<file path="config.mk">
export PLATFORM = sky130hd
export DESIGN_NAME = retire_store_ctrl
export DESIGN_NICKNAME = d
export VERILOG_FILES = /design/src/rtl/retire_store_ctrl_pkg.sv /design/src/rtl/retire_store_ctrl_lane_merge.sv /design/src/rtl/retire_store_ctrl.sv
export SDC_FILE = /design/constraint.sdc
export NUM_CORES = 1
export LEC_CHECK = 0
export ABC_CLOCK_PERIOD_IN_PS = 5200
export BUFFER_PORTS_ARGS = -buffer_cell sky130_fd_sc_hd__clkbuf_2
export CAP_MARGIN = 10
export CORE_MARGIN = 2
export CORE_UTILIZATION = 48
export DETAILED_ROUTE_END_ITERATION = 10
export PLACE_DENSITY = 0.75
export SYNTH_ARGS = -nofsm -noshare
export SYNTH_HDL_FRONTEND = slang
export SYNTH_SLANG_ARGS = --single-unit
</file>
<file path="constraint.sdc">
create_clock -name clock -period 5.2 [get_ports clock]
set_input_delay 0.26 -clock clock [delete_from_list [all_inputs] [get_ports clock]]
set_output_delay 0.26 -clock clock [all_outputs]
set_load 0.05 [all_outputs]
</file>
<file path="src/rtl/retire_store_ctrl_pkg.sv">
// Shared types for the retire-time store sequencer: store size, FSM state, block width.
package retire_store_ctrl_pkg;

  localparam int unsigned BLOCK_W   = 64;
  localparam int unsigned BLK_OFS_W = 3;

  typedef enum logic [1:0] {
    BYTE   = 2'd0,
    HALF   = 2'd1,
    WORD   = 2'd2,
    DOUBLE = 2'd3
  } mem_size_e;

  typedef enum logic [2:0] {
    IDLE    = 3'd0,
    RD_REQ  = 3'd1,
    RD_WAIT = 3'd2,
    WR_REQ  = 3'd3,
    DONE    = 3'd4
  } rsc_state_e;

endpackage

</file>
<file path="src/rtl/retire_store_ctrl_lane_merge.sv">
// Combinational merge of a store into a 64-bit block, plus the alignment check.
module store_lane_merge
  import retire_store_ctrl_pkg::*;
#(
  parameter int unsigned XLEN = 32
) (
  input  logic [BLOCK_W-1:0]   blk_in,
  input  logic [BLK_OFS_W-1:0] addr,
  input  logic [XLEN-1:0]      data,
  input  mem_size_e            size,
  output logic [BLOCK_W-1:0]   blk_out,
  output logic                 misalign
);

  // DOUBLE stores only carry XLEN bits, so they land in the same lane as WORD.
  always_comb begin
    blk_out  = blk_in;
    misalign = 1'b0;
    case (size)
      BYTE: blk_out[{addr, 3'b000} +: 8] = data[7:0];
      HALF: begin
        misalign = addr[0];
        blk_out[{addr[2:1], 4'b0000} +: 16] = data[15:0];
      end
      default: begin
        misalign = |addr[1:0];
        blk_out[{addr[2], 5'b00000} +: 32] = data[31:0];
      end
    endcase
  end

endmodule

</file>
<file path="src/rtl/retire_store_ctrl.sv">
// Retire-time store sequencer: read-modify-write of one 64-bit dcache block per store.
// Optional RETIRE_STORE_FWD_EN keeps the last written block to skip the read on a same-block store.
module retire_store_ctrl
  import retire_store_ctrl_pkg::*;
#(
  parameter int unsigned XLEN   = 32,
  parameter int unsigned ADDR_W = 64
) (
  input  logic               clock,
  input  logic               reset,
  input  logic               st_req,
  input  logic [XLEN-1:0]    st_addr,
  input  logic [XLEN-1:0]    st_data,
  input  logic [1:0]         st_size,
  output logic               st_ack,
  output logic               st_misalign,
  output logic               rd_req,
  output logic [ADDR_W-1:0]  rd_addr,
  input  logic               rd_gnt,
  input  logic               rd_valid,
  input  logic [BLOCK_W-1:0] rd_data,
  output logic               wr_req,
  output logic [ADDR_W-1:0]  wr_addr,
  output logic [BLOCK_W-1:0] wr_data,
  input  logic               wr_gnt,
  output logic               busy
);

  localparam int unsigned TAG_W = XLEN - BLK_OFS_W;

  rsc_state_e         state, state_nx;
  logic [XLEN-1:0]    addr_q, data_q;
  mem_size_e          size_q;
  logic [BLOCK_W-1:0] blk_q;
  logic               mis_q;

  logic               in_idle;
  logic [XLEN-1:0]    m_addr, m_data;
  mem_size_e          m_size;
  logic [BLOCK_W-1:0] merge_base, merged;
  logic               mis_c, hit_c;
  logic [ADDR_W-1:0]  blk_addr;

  assign in_idle  = (state == IDLE);
  assign m_addr   = in_idle ? st_addr : addr_q;
  assign m_data   = in_idle ? st_data : data_q;
  assign m_size   = in_idle ? mem_size_e'(st_size) : size_q;
  assign blk_addr = ADDR_W'({addr_q[XLEN-1:BLK_OFS_W], 3'b000});

`ifdef RETIRE_STORE_FWD_EN
  logic               fwd_valid;
  logic [TAG_W-1:0]   fwd_tag;
  logic [BLOCK_W-1:0] fwd_blk;

  // Our own granted write replaces the kept copy, which also drops any other block.
  always_ff @(posedge clock or posedge reset) begin
    if (reset) begin
      fwd_valid <= 1'b0;
      fwd_tag   <= '0;
      fwd_blk   <= '0;
    end else if (state == WR_REQ && wr_gnt) begin
      fwd_valid <= 1'b1;
      fwd_tag   <= addr_q[XLEN-1:BLK_OFS_W];
      fwd_blk   <= blk_q;
    end
  end

  assign hit_c      = fwd_valid && (st_addr[XLEN-1:BLK_OFS_W] == fwd_tag);
  assign merge_base = in_idle ? fwd_blk : rd_data;
`else
  assign hit_c      = 1'b0;
  assign merge_base = rd_data;
`endif

  store_lane_merge #(.XLEN(XLEN)) u_merge (
    .blk_in   (merge_base),
    .addr     (m_addr[BLK_OFS_W-1:0]),
    .data     (m_data),
    .size     (m_size),
    .blk_out  (merged),
    .misalign (mis_c)
  );

  always_ff @(posedge clock or posedge reset) begin
    if (reset) state <= IDLE;
    else       state <= state_nx;
  end

  always_comb begin
    state_nx = state;
    case (state)
      IDLE: begin
        if (st_req) begin
          if (mis_c)      state_nx = DONE;
          else if (hit_c) state_nx = WR_REQ;
          else            state_nx = RD_REQ;
        end
      end
      RD_REQ:  if (rd_gnt) state_nx = rd_valid ? WR_REQ : RD_WAIT;
      RD_WAIT: if (rd_valid) state_nx = WR_REQ;
      WR_REQ:  if (wr_gnt) state_nx = DONE;
      DONE:    state_nx = IDLE;
      default: state_nx = IDLE;
    endcase
  end

  // Store latch and merged block; the block is captured on the cycle read data arrives.
  always_ff @(posedge clock or posedge reset) begin
    if (reset) begin
      addr_q <= '0;
      data_q <= '0;
      size_q <= BYTE;
      blk_q  <= '0;
      mis_q  <= 1'b0;
    end else begin
      case (state)
        IDLE: begin
          if (st_req) begin
            addr_q <= st_addr;
            data_q <= st_data;
            size_q <= m_size;
            mis_q  <= mis_c;
            if (hit_c && !mis_c) blk_q <= merged;
          end
        end
        RD_REQ:  if (rd_gnt && rd_valid) blk_q <= merged;
        RD_WAIT: if (rd_valid) blk_q <= merged;
        default: ;
      endcase
    end
  end

  always_comb begin
    st_ack      = 1'b0;
    st_misalign = 1'b0;
    rd_req      = 1'b0;
    rd_addr     = '0;
    wr_req      = 1'b0;
    wr_addr     = '0;
    wr_data     = '0;
    busy        = !in_idle;
    case (state)
      RD_REQ: begin
        rd_req  = 1'b1;
        rd_addr = blk_addr;
      end
      WR_REQ: begin
        wr_req  = 1'b1;
        wr_addr = blk_addr;
        wr_data = blk_q;
      end
      DONE: begin
        st_ack      = 1'b1;
        st_misalign = mis_q;
      end
      default: ;
    endcase
  end

endmodule

</file>
Word-level counts from Yosys, hierarchy flattened. Index checks and enable logic that the tools add are counted.

Flip-flop bits (word level): 134. Latch bits: 0. Bits in writable memories: 0. Bits in read-only memories: 0. Output and inout port bits: 197. Word-level logic and storage cells: 59. Memories: 0.

Add/sub/neg operators: 3. Multipliers: 0. Div/mod/pow operators: 0. Order comparisons: 0. Equal/unequal tests: 10. Shifts and indexed selects: 6. Muxes and demuxes: 25. Bitwise operators: 0. Reductions and logical operators: 9.

Operators by type and width (number): one-hot mux 64 bit (2 select lines) (2); bitwise mux 64 bit (3); 2-to-1 mux 64 bit (3); 2-to-1 mux 32 bit (3); variable shift 16 x 8 -> 64 bit, first input constant (1); variable shift 32 x 8 -> 64 bit, first input constant (1); variable shift 8 x 8 -> 64 bit, first input constant (1); indexed part select 16 x 8 -> 64 bit (1); indexed part select 32 x 8 -> 64 bit (1); indexed part select 8 x 8 -> 64 bit (1); negator 6 -> 8 bit (3); 2-to-1 mux 3 bit (6); one-hot mux 3 bit (4 select lines) (1); != test 2 bit, second input constant (5); equality test 3 x 2 -> 1 bit, second input constant (2); 2-to-1 mux 1 bit (5); AND reduction 4 bit (1); equality test 3 x 1 -> 1 bit, second input constant (1); equality test 3 bit, second input constant (1); logical NOT 3 bit (1); AND reduction 3 bit (1); equality test 2 x 1 -> 1 bit, second input constant (1); logical NOT 2 bit (1); 2-to-1 mux 2 bit (1); other kinds (6) (6).

Depth between registers and ports, before layout. Gate-level depths: netlist of the first run.

Word-level depth: 8. Depth in mapped cells: 16. Gate-level depth less buffers: 9.

By module. Synthesis of the first run repeated with hierarchy kept, for this count alone.

Cells, all modules: 967. Area, all modules: 9544.2 µm².

Modules (own cells, without submodules): retire_store_ctrl (times used 1, cells an instance 675, area each 7433.4 µm²); store_lane_merge (times used 1, cells an instance 292, area each 2110.8 µm²).

Worst setup path after synthesis of the first run. No wires, ideal clock.

Path kind: flip-flop to flip-flop. Start: register state[0]. End: register blk_q[34]. Setup time: 126 ps. Arrival: 3409 ps. Data required time: 5074 ps. Setup slack: 1665 ps. Cell stages (with the launch flop): 15. Buffers on the path: 6. Period minus slack after synthesis: 3535 ps. Cells stage by stage: dfrtp_1 buf_6 or4b_4 buf_6 nand2_8 inv_6 buf_6 clkbuf_1 ha_1 buf_2 or4b_1 nor3_2 buf_2 a211oi_1 o32a_1.

Cells in the longest elaborated chain, start to end: 8. Elaborated cells between the ends (all ways): 28. Classes of those cells: 3 x add/sub; 5 x eq/ne; 6 x shift; 10 x mux; 4 x reduce/logical.

Ends and longest elaborated chain: from (decl) (line retire_store_ctrl.sv:31) `rsc_state_e state, state_nx;`; from (signal assigned) (line retire_store_ctrl.sv:86) `else state <= state_nx;`; logical NOT 3 bit (line retire_store_ctrl.sv:44, retire_store_ctrl.sv:116); 2-to-1 mux 3 bit (line retire_store_ctrl.sv:45) `assign m_addr = in_idle ? st_addr : addr_q;`; negator 6 -> 8 bit, on equally long branches (line retire_store_ctrl_lane_merge.sv:27, retire_store_ctrl_lane_merge.sv:20, retire_store_ctrl_lane_merge.sv:23); indexed part select 32 x 8 -> 64 bit (tied with other cells) (line retire_store_ctrl_lane_merge.sv:27) `blk_out[{addr[2], 5'b00000} +: 32] = data[31:0];`; bitwise mux 64 bit, on equally long branches (line retire_store_ctrl_lane_merge.sv:27, retire_store_ctrl_lane_merge.sv:20, retire_store_ctrl_lane_merge.sv:23); one-hot mux 64 bit (2 select lines) (line retire_store_ctrl_lane_merge.sv:19) `case (size)`; 2-to-1 mux 64 bit, on equally long branches (line retire_store_ctrl.sv:127, retire_store_ctrl.sv:126); one-hot mux 64 bit (2 select lines) (line retire_store_ctrl.sv:116) `case (state)`; to (signal assigned) (line retire_store_ctrl.sv:123) `if (hit_c && !mis_c) blk_q <= merged;`; to (signal assigned) (line retire_store_ctrl.sv:126) `RD_REQ: if (rd_gnt && rd_valid) blk_q <= merged;`; to (signal assigned) (line retire_store_ctrl.sv:127) `RD_WAIT: if (rd_valid) blk_q <= merged;`; to (decl) (line retire_store_ctrl.sv:34) `logic [BLOCK_W-1:0] blk_q;`.

Parallel ways exist; a longest one is shown, timed or not. The select of a mux whose other input is x is not followed. A chain may end at the register's enable or synchronous reset.

Worst setup path in the final report of the first run.
Start: register state[0]. End: register blk_q[51].

The elaborated chain is that of the path after synthesis.

==> impl_results.md, run 1 <==
* Postcts setup bufs at 0
* Area contributors post-synth: dfrtp_1 30%, mux2_2 8.1%, and2_1 7.6%
* HPWL after DPL at roughly 28,000 um
* 1st-iter DRT viols at approximately 1,600
* VDD IR max at 0.0003739 V
* Largest net degree at the start of global routing at 80
* Post-synth top flop: dfrtp_1
* Most frequent cells after synthesis: 135 x and2_1, 134 x dfrtp_1, 101 x nor2_1, 93 x o21ai_0, 80 x mux2_2
* Pwr dens at 752.5 mW/mm^2
* Gr ovfl total at 0
* CTS Hold Buffers Added at 0
* Setup Viol. Count Final at 0
* DRC Markers at 0
* Final nets at approximately 1,600
* Syn avg cell area at roughly 8.4 um^2
* H-tree levels at 4
* Routed WL at 40,570 um
* Seq/Total Area, Yosys at 0.3006
* Crit path time final at roughly 4.2 ns
* Fin util at 0.5647
* Vias in the first global route at between 10,000 and 15,000
* Max clock buf depth at 2
* Post-synth ARST share at 1.000
* DIE WIDTH at between 150 and 200 um
* Reg clk slew, reported paths at ~0.070 ns
* Least-Margin Pin Slew at about 1.3 ns
* Netlist cell types at 66
* Period utilization at 0.8089
* Reg2Reg Setup Slack at slightly below 1 ns
* Register area at between 0.003 and 0.004 mm^2
* Post-Synthesis Cell Area at 0.01115 mm^2
* Die Ht at roughly 160 um
* RSZ-0062 raised after global routing: false
* Crit end category: register
* Post-cts repair resize count at 0
* Mapped Cells at 1,325
* Multi-input logic area at 0.006972 mm^2
* Max frequency at roughly 240 MHz
* Filler Cells Inserted at approximately 2,100
* Synth area leader: dfrtp_1
* Synth-to-Final Area Change at 14.97%
* DRT antenna net count at 0
* Startpoint types: register
* Global Route Usage Sum at 0.3240
* Maxcap violations at 0
* Root buf cell: clkbuf_16
* Core area at between 0.02 and 0.025 mm^2
* Initial Util at 0.4912
* Row count at 55
* IO buf count at roughly 260
* Placed Instance Area at approximately 0.012 mm^2
* CTS buffer count at 17
* Post-detailed-route wirelength per cell at 22.48 um
* #FFs+latches synth at around 130
* CTS tree: done
* Yosys top cell area share at 0.3006
* Count leader, synth: and2_1
* Hold Crit Class: in2async
* IO Count at about 330
* EDFF count, synth at 0
* CP arrival at around 4.5 ns
* Setup TNS at 0 ns
* Design area at 0.01282 mm^2
* Share of cells above drive strength 1 at 0.2783
* Sink Count at 134
* DIE AREA at approximately 0.024 mm^2
* Clk Latency, worst-skew pair at ~0.43 ns
* Relative slew slack at 0.1320
* Mean number of vias per cell at roughly 6.4
* Fin Hold WS at between 0.03 and 0.04 ns
* Hold Violations, Final at 0
* Result of the run: finished clean
* CP startpoint: state[0]
* 1st-pass router iterations at 7
* Worst Clk Skew at between 0.009 and 0.01 ns
* Reg2reg start: state[0]
* Critical path class: reg2reg
* Synth Warn # at 0
* CP Max Fanout at 37
* N_diodes at 0
* Vias at ~12,000
* Req. time, crit path at 5.52 ns
* Antenna violations before repair at 0
* Leakage at roughly 5.4 nW
* Max Slew Vio Count at 0
* Global-route wire length before repair at roughly 60,000 um
* Gpl congestion at just under 1
[state kept, by name, indices dropped and copies added (netlist names)]
name	cells
blk_q	64
addr_q	32
data_q	32
state	3
size_q	2
mis_q	1
[power breakdown]
| part | leakage, nW | internal (mW) | switching, mW |
|---|---|---|---|
| Combinational | 3.60 | 2.03 | 4.21 |
| Clock | 0.283 | 0.680 | 0.555 |
| Sequential | 1.54 | 1.57 | 0.604 |
[cell usage in the layout, fill, tap and decap left out, types with 47 or more instances in the layout]
master    count
conb_1       70
dfrtp_1     134
mux2_2       80
a21oi_1      47
and2_1      134
nand2_1      51
o21ai_0      93
nor2_1      101
clkbuf_2    262
nand3_1      75
[cell families after synthesis]
kind of cell / after synthesis / synth area share
simple gates: 463 / 0.2282
compound gates: 396 / 0.2467
buf+inv: 205 / 0.1007
flops: 134 / 0.3006
mux: 121 / 0.1179
fa+ha+maj: 5 / 0.005609
other cells: 1 / 0.0003362
[path summary, 6_finish.rpt]
kind | endpoint | cells past startpoint
worst max-delay path | blk_q[51] | 8
worst min-delay path | addr_q[23] | 2
worst max register to register | blk_q[51] | 8
worst min register to register | blk_q[54] | 1
max in group asynchronous | data_q[3] | 3
min in group clock | addr_q[26] | 2
[critical path: stages (launching register included)]
cell and delay, ns:
dfrtp_1 0.63, o31ai_4 0.64, nand2_8 0.20, inv_6 0.34
ha_1 0.41, nor3b_2 0.56, nor4b_4 0.78, a211oi_1 0.18
o32a_1 0.34
[per-stage QoR]
stage	setup slack [ns]	power, mW	std cells
after floorplan	1.357	6.680	1394
after global placement	1.224	8.133	1772
after detailed placement	1.137	8.242	1773
after CTS	1.128	9.494	1805
after global routing	0.7917	10.13	1805
final	0.9938	9.650	1805
[final cells by class]
type                    instances  area share
inverters                      14    0.004780
clock buffers                  17     0.03317
multi-input cells            1055      0.5436
well taps                     285     0.02780
clock inverters                15     0.01249
flip-flops and latches        134      0.2615
repair buffers                285      0.1167
[layer usage]
metal / wire length (um) / up-vias / track usage
li1: - / 5138 / -
met2: 18150 / 837 / 0.4850
met1: 16330 / 5460 / 0.4492
met5: 0 / - / 0
met3: 4766 / 109 / 0.08308
met4: 1324 / 0 / 0.1241
Power figures use the tool's default switching activity.
==> run 2, diff against run 1 <==
--- a/config.mk
+++ b/config.mk
@@ -5,13 +5,13 @@
 export SDC_FILE = /design/constraint.sdc
 export NUM_CORES = 1
 export LEC_CHECK = 0
-export ABC_CLOCK_PERIOD_IN_PS = 5200
+export ABC_CLOCK_PERIOD_IN_PS = 3670
 export BUFFER_PORTS_ARGS = -buffer_cell sky130_fd_sc_hd__clkbuf_2
 export CAP_MARGIN = 10
 export CORE_MARGIN = 2
 export CORE_UTILIZATION = 48
 export DETAILED_ROUTE_END_ITERATION = 10
-export PLACE_DENSITY = 0.75
+export PLACE_DENSITY = 0.78
 export SYNTH_ARGS = -nofsm -noshare
 export SYNTH_HDL_FRONTEND = slang
 export SYNTH_SLANG_ARGS = --single-unit
==> constraint.sdc (replaced) <==
create_clock -name clock -period 3.67 [get_ports clock]
set_input_delay 0.1835 -clock clock [delete_from_list [all_inputs] [get_ports clock]]
set_output_delay 0.1835 -clock clock [all_outputs]
set_load 0.05 [all_outputs]
==> impl_results.md, run 2 (same netlist as run 1, synthesis figures left out) <==
* N_diodes at 0 (unchanged)
* IO Count at 333 (unchanged)
* Core area at 0.02271 mm^2 (unchanged)
* Routed WL at 40,970 um (+0.97%)
* Row count at 55 (unchanged)
* CP Max Fanout at 21 (-43%)
* VDD IR max at 0.0006656 V (+78%)
* Crit path time final at 3.425 ns (-0.7814 ns)
* Routed length on met2 at 18,410 um (+1.4%)
* Highest routed layer: met4
* Vias in the first global route at 10,880 (+3.7%)
* Pwr dens at 1041 mW/mm^2 (+38%)
* Req. time, crit path at 4.04 ns (-1.48 ns)
* Post-detailed-route wirelength per cell at 21.93 um (-2.4%)
* Synth-to-Final Area Change at 20.08%
* WP buf/inv at 3 (+2)
* Reg clk slew, reported paths at 0.07 ns (about the same)
* 1st-pass router iterations at 6 (-1)
* Clk Latency, worst-skew pair at 0.44 ns (about the same)
* Vias at 11,840 (+2.6%)
* DIE AREA at 0.02447 mm^2 (unchanged)
* Critical path class: reg2reg
* Sink Count at 134 (unchanged)
* Top Registers: blk_q: 64 flops, addr_q: 32 flops, data_q: 32 flops
* Least-Margin Pin Slew at 1.046 ns (-0.2197 ns)
* Hold Crit Class: in2reg
* Global-route wire length before repair at 61,840 um (+0.98%)
* DRT antenna net count at 0 (unchanged)
* H-tree levels at 4 (unchanged)
* Maxcap violations at 0 (unchanged)
* Register area at 0.003353 mm^2 (unchanged)
* DRC Markers at 0 (unchanged)
* Largest net degree at the start of global routing at 104 (+30%)
* Share of cells above drive strength 1 at 0.2868 (+0.008508)
* Startpoint types: register
* Mean number of vias per cell at 6.338 (-0.89%)
* Setup TNS at 0 ns (unchanged)
* Gr ovfl total at 0 (unchanged)
* Root buf cell: clkbuf_16
* Fin util at 0.5898 (+0.02507)
* Initial Util at 0.4912 (unchanged)
* Worst path max stage delay at 0.68 ns (-0.10 ns)
* Met3 WL at 5341 um (+12%)
* Cell repeated most along the worst path: buf_4
* HPWL after DPL at 28,480 um (+1.7%)
* Biggest register: blk_q
* Final worst slack at 0.2452 ns (-0.7486 ns)
* Max frequency at 292.0 MHz (+23%)
* Crit-path cells: or4b_4 > nand2_8 > inv_6 > ha_1 > buf_4 > or4b_1 > nor3_2 > buf_4 > nor2_1 > a211oi_1 > o32a_1
* Gpl congestion at 0.9939 (+2.6%)
* Max clock buf depth at 2 (unchanged)
* Global Route Usage Sum at 0.3278 (+0.003844)
* Result of the run: finished clean
* Crit end category: register
* Placement Setup Slack at 0.2438 ns (-0.8928 ns)
* Setup Viol. Count Final at 0 (unchanged)
* CTS tree: done
* Final nets at 1,711 (+3.8%)
* Worst Clk Skew at 0.01176 ns (+0.002362 ns)
* Commonest non-fill, non-tap cell in the layout: clkbuf_2
* Max stage delay cell, worst path: or4b_4
* Period utilization at 0.9332 (+0.1243)
* Filler Cells Inserted at 2,067 (-2.8%)
* CP arrival at 3.79 ns (-0.73 ns)
* RSZ-0062 raised after global routing: false
* Multi-input logic area at 0.006968 mm^2 (about the same)
* Crit path max-delay family: simple AND/OR/NAND/NOR gates
* Relative slew slack at 0.3026 (+0.1706)
* Leakage at 5.717 nW (+5.4%)
* CTS buffer count at 17 (unchanged)
* Antenna violations before repair at 0 (unchanged)
* Die Ht at 156.4 um (unchanged)
* Hold Violations, Final at 0 (unchanged)
* Max reg flops at 64 (unchanged)
* WL met1 at 15,410 um (-5.6%)
* DIE WIDTH at 156.4 um (unchanged)
* Max Slew Vio Count at 0 (unchanged)
* IO buf count at 262 (unchanged)
* 1st-iter DRT viols at 1,558 (-3.2%)
* Most frequent cells in the layout: 262 x clkbuf_2, 134 x and2_1, 134 x dfrtp_1
-- run 2: cell types whose count changed in the layout (fill, tap and decap cells not counted) --
cell,before,now
inv_6,6,8
nand4bb_1,3,2
inv_8,4,5
clkinvlp_4,2,1
mux2i_4,1,0
nand4bb_2,0,1
clkinv_4,3,2
bufinv_16,1,0
buf_4,22,50
mux2i_2,3,4
buf_12,1,3
clkinv_8,0,1
dlygate4sd3_1,0,33
inv_4,1,0
-- run 2: worst reg2reg max path, cell delays in order, from the launching register on --
cell	delay (ns)
dfrtp_1	0.55
or4b_4	0.68
nand2_8	0.18
inv_6	0.11
ha_1	0.27
buf_4	0.18
or4b_1	0.53
nor3_2	0.11
buf_4	0.24
nor2_1	0.08
a211oi_1	0.26
o32a_1	0.18
-- run 2: path summary, 6_finish.rpt --
path / start / to / slack (ns) / cells after the start
max: state[1] / blk_q[38] / 0.25 / 11
min: rd_data[59] / blk_q[59] / 0.01 / 3
max reg2reg: state[1] / blk_q[38] / 0.25 / 11
min reg2reg: blk_q[34] / blk_q[34] / 0.50 / 1
max in group asynchronous: reset / blk_q[41] / 2.61 / 4
min in group asynchronous: reset / blk_q[18] / 0.22 / 3
-- run 2: per-layer routing --
| layer | global-route usage | vias to the layer above |
|---|---|---|
| met5 | 0 | - |
| met1 | 0.4285 | 5544 |
| li1 | - | 5258 |
| met3 | 0.09471 | 151 |
| met2 | 0.5081 | 887 |
| met4 | 0.1389 | 0 |
-- run 2: per-stage QoR --
step	power, mW	instances	area [um^2]	hold WS, ns
global route	14.61	1868	13390	0.01924
detailed placement	11.90	1803	12480	0.1280
global placement	11.73	1803	12480	0.1277
finish	13.94	1868	13390	0.01053
floorplan	9.465	1394	11420	0.3335
CTS	13.68	1868	13390	0.003127
-- run 2: layout make-up --
cell class	count	area share
Inverter	14	0.004671
Timing Repair Buffer	348	0.1551
Tap cell	285	0.02662
Clock inverter	15	0.01130
Multi-Input combinational cell	1055	0.5202
Sequential cell	134	0.2504
Clock buffer	17	0.03176
-- run 2: report_power, final --
group | switching, mW | internal [mW] | total [mW] | leakage, nW
logic | 6.05 | 3.13 | 9.17 | 3.89
clock network | 0.813 | 0.910 | 1.72 | 0.287
registers | 0.814 | 2.23 | 3.05 | 1.54
-- run 2: repair_timing --
item	CTS	global route
hold endpoints to repair	39	0
buffers inserted	0	0
hold buffers	33	0
resized for setup	0	1
endpoints found under the setup margin	0	7
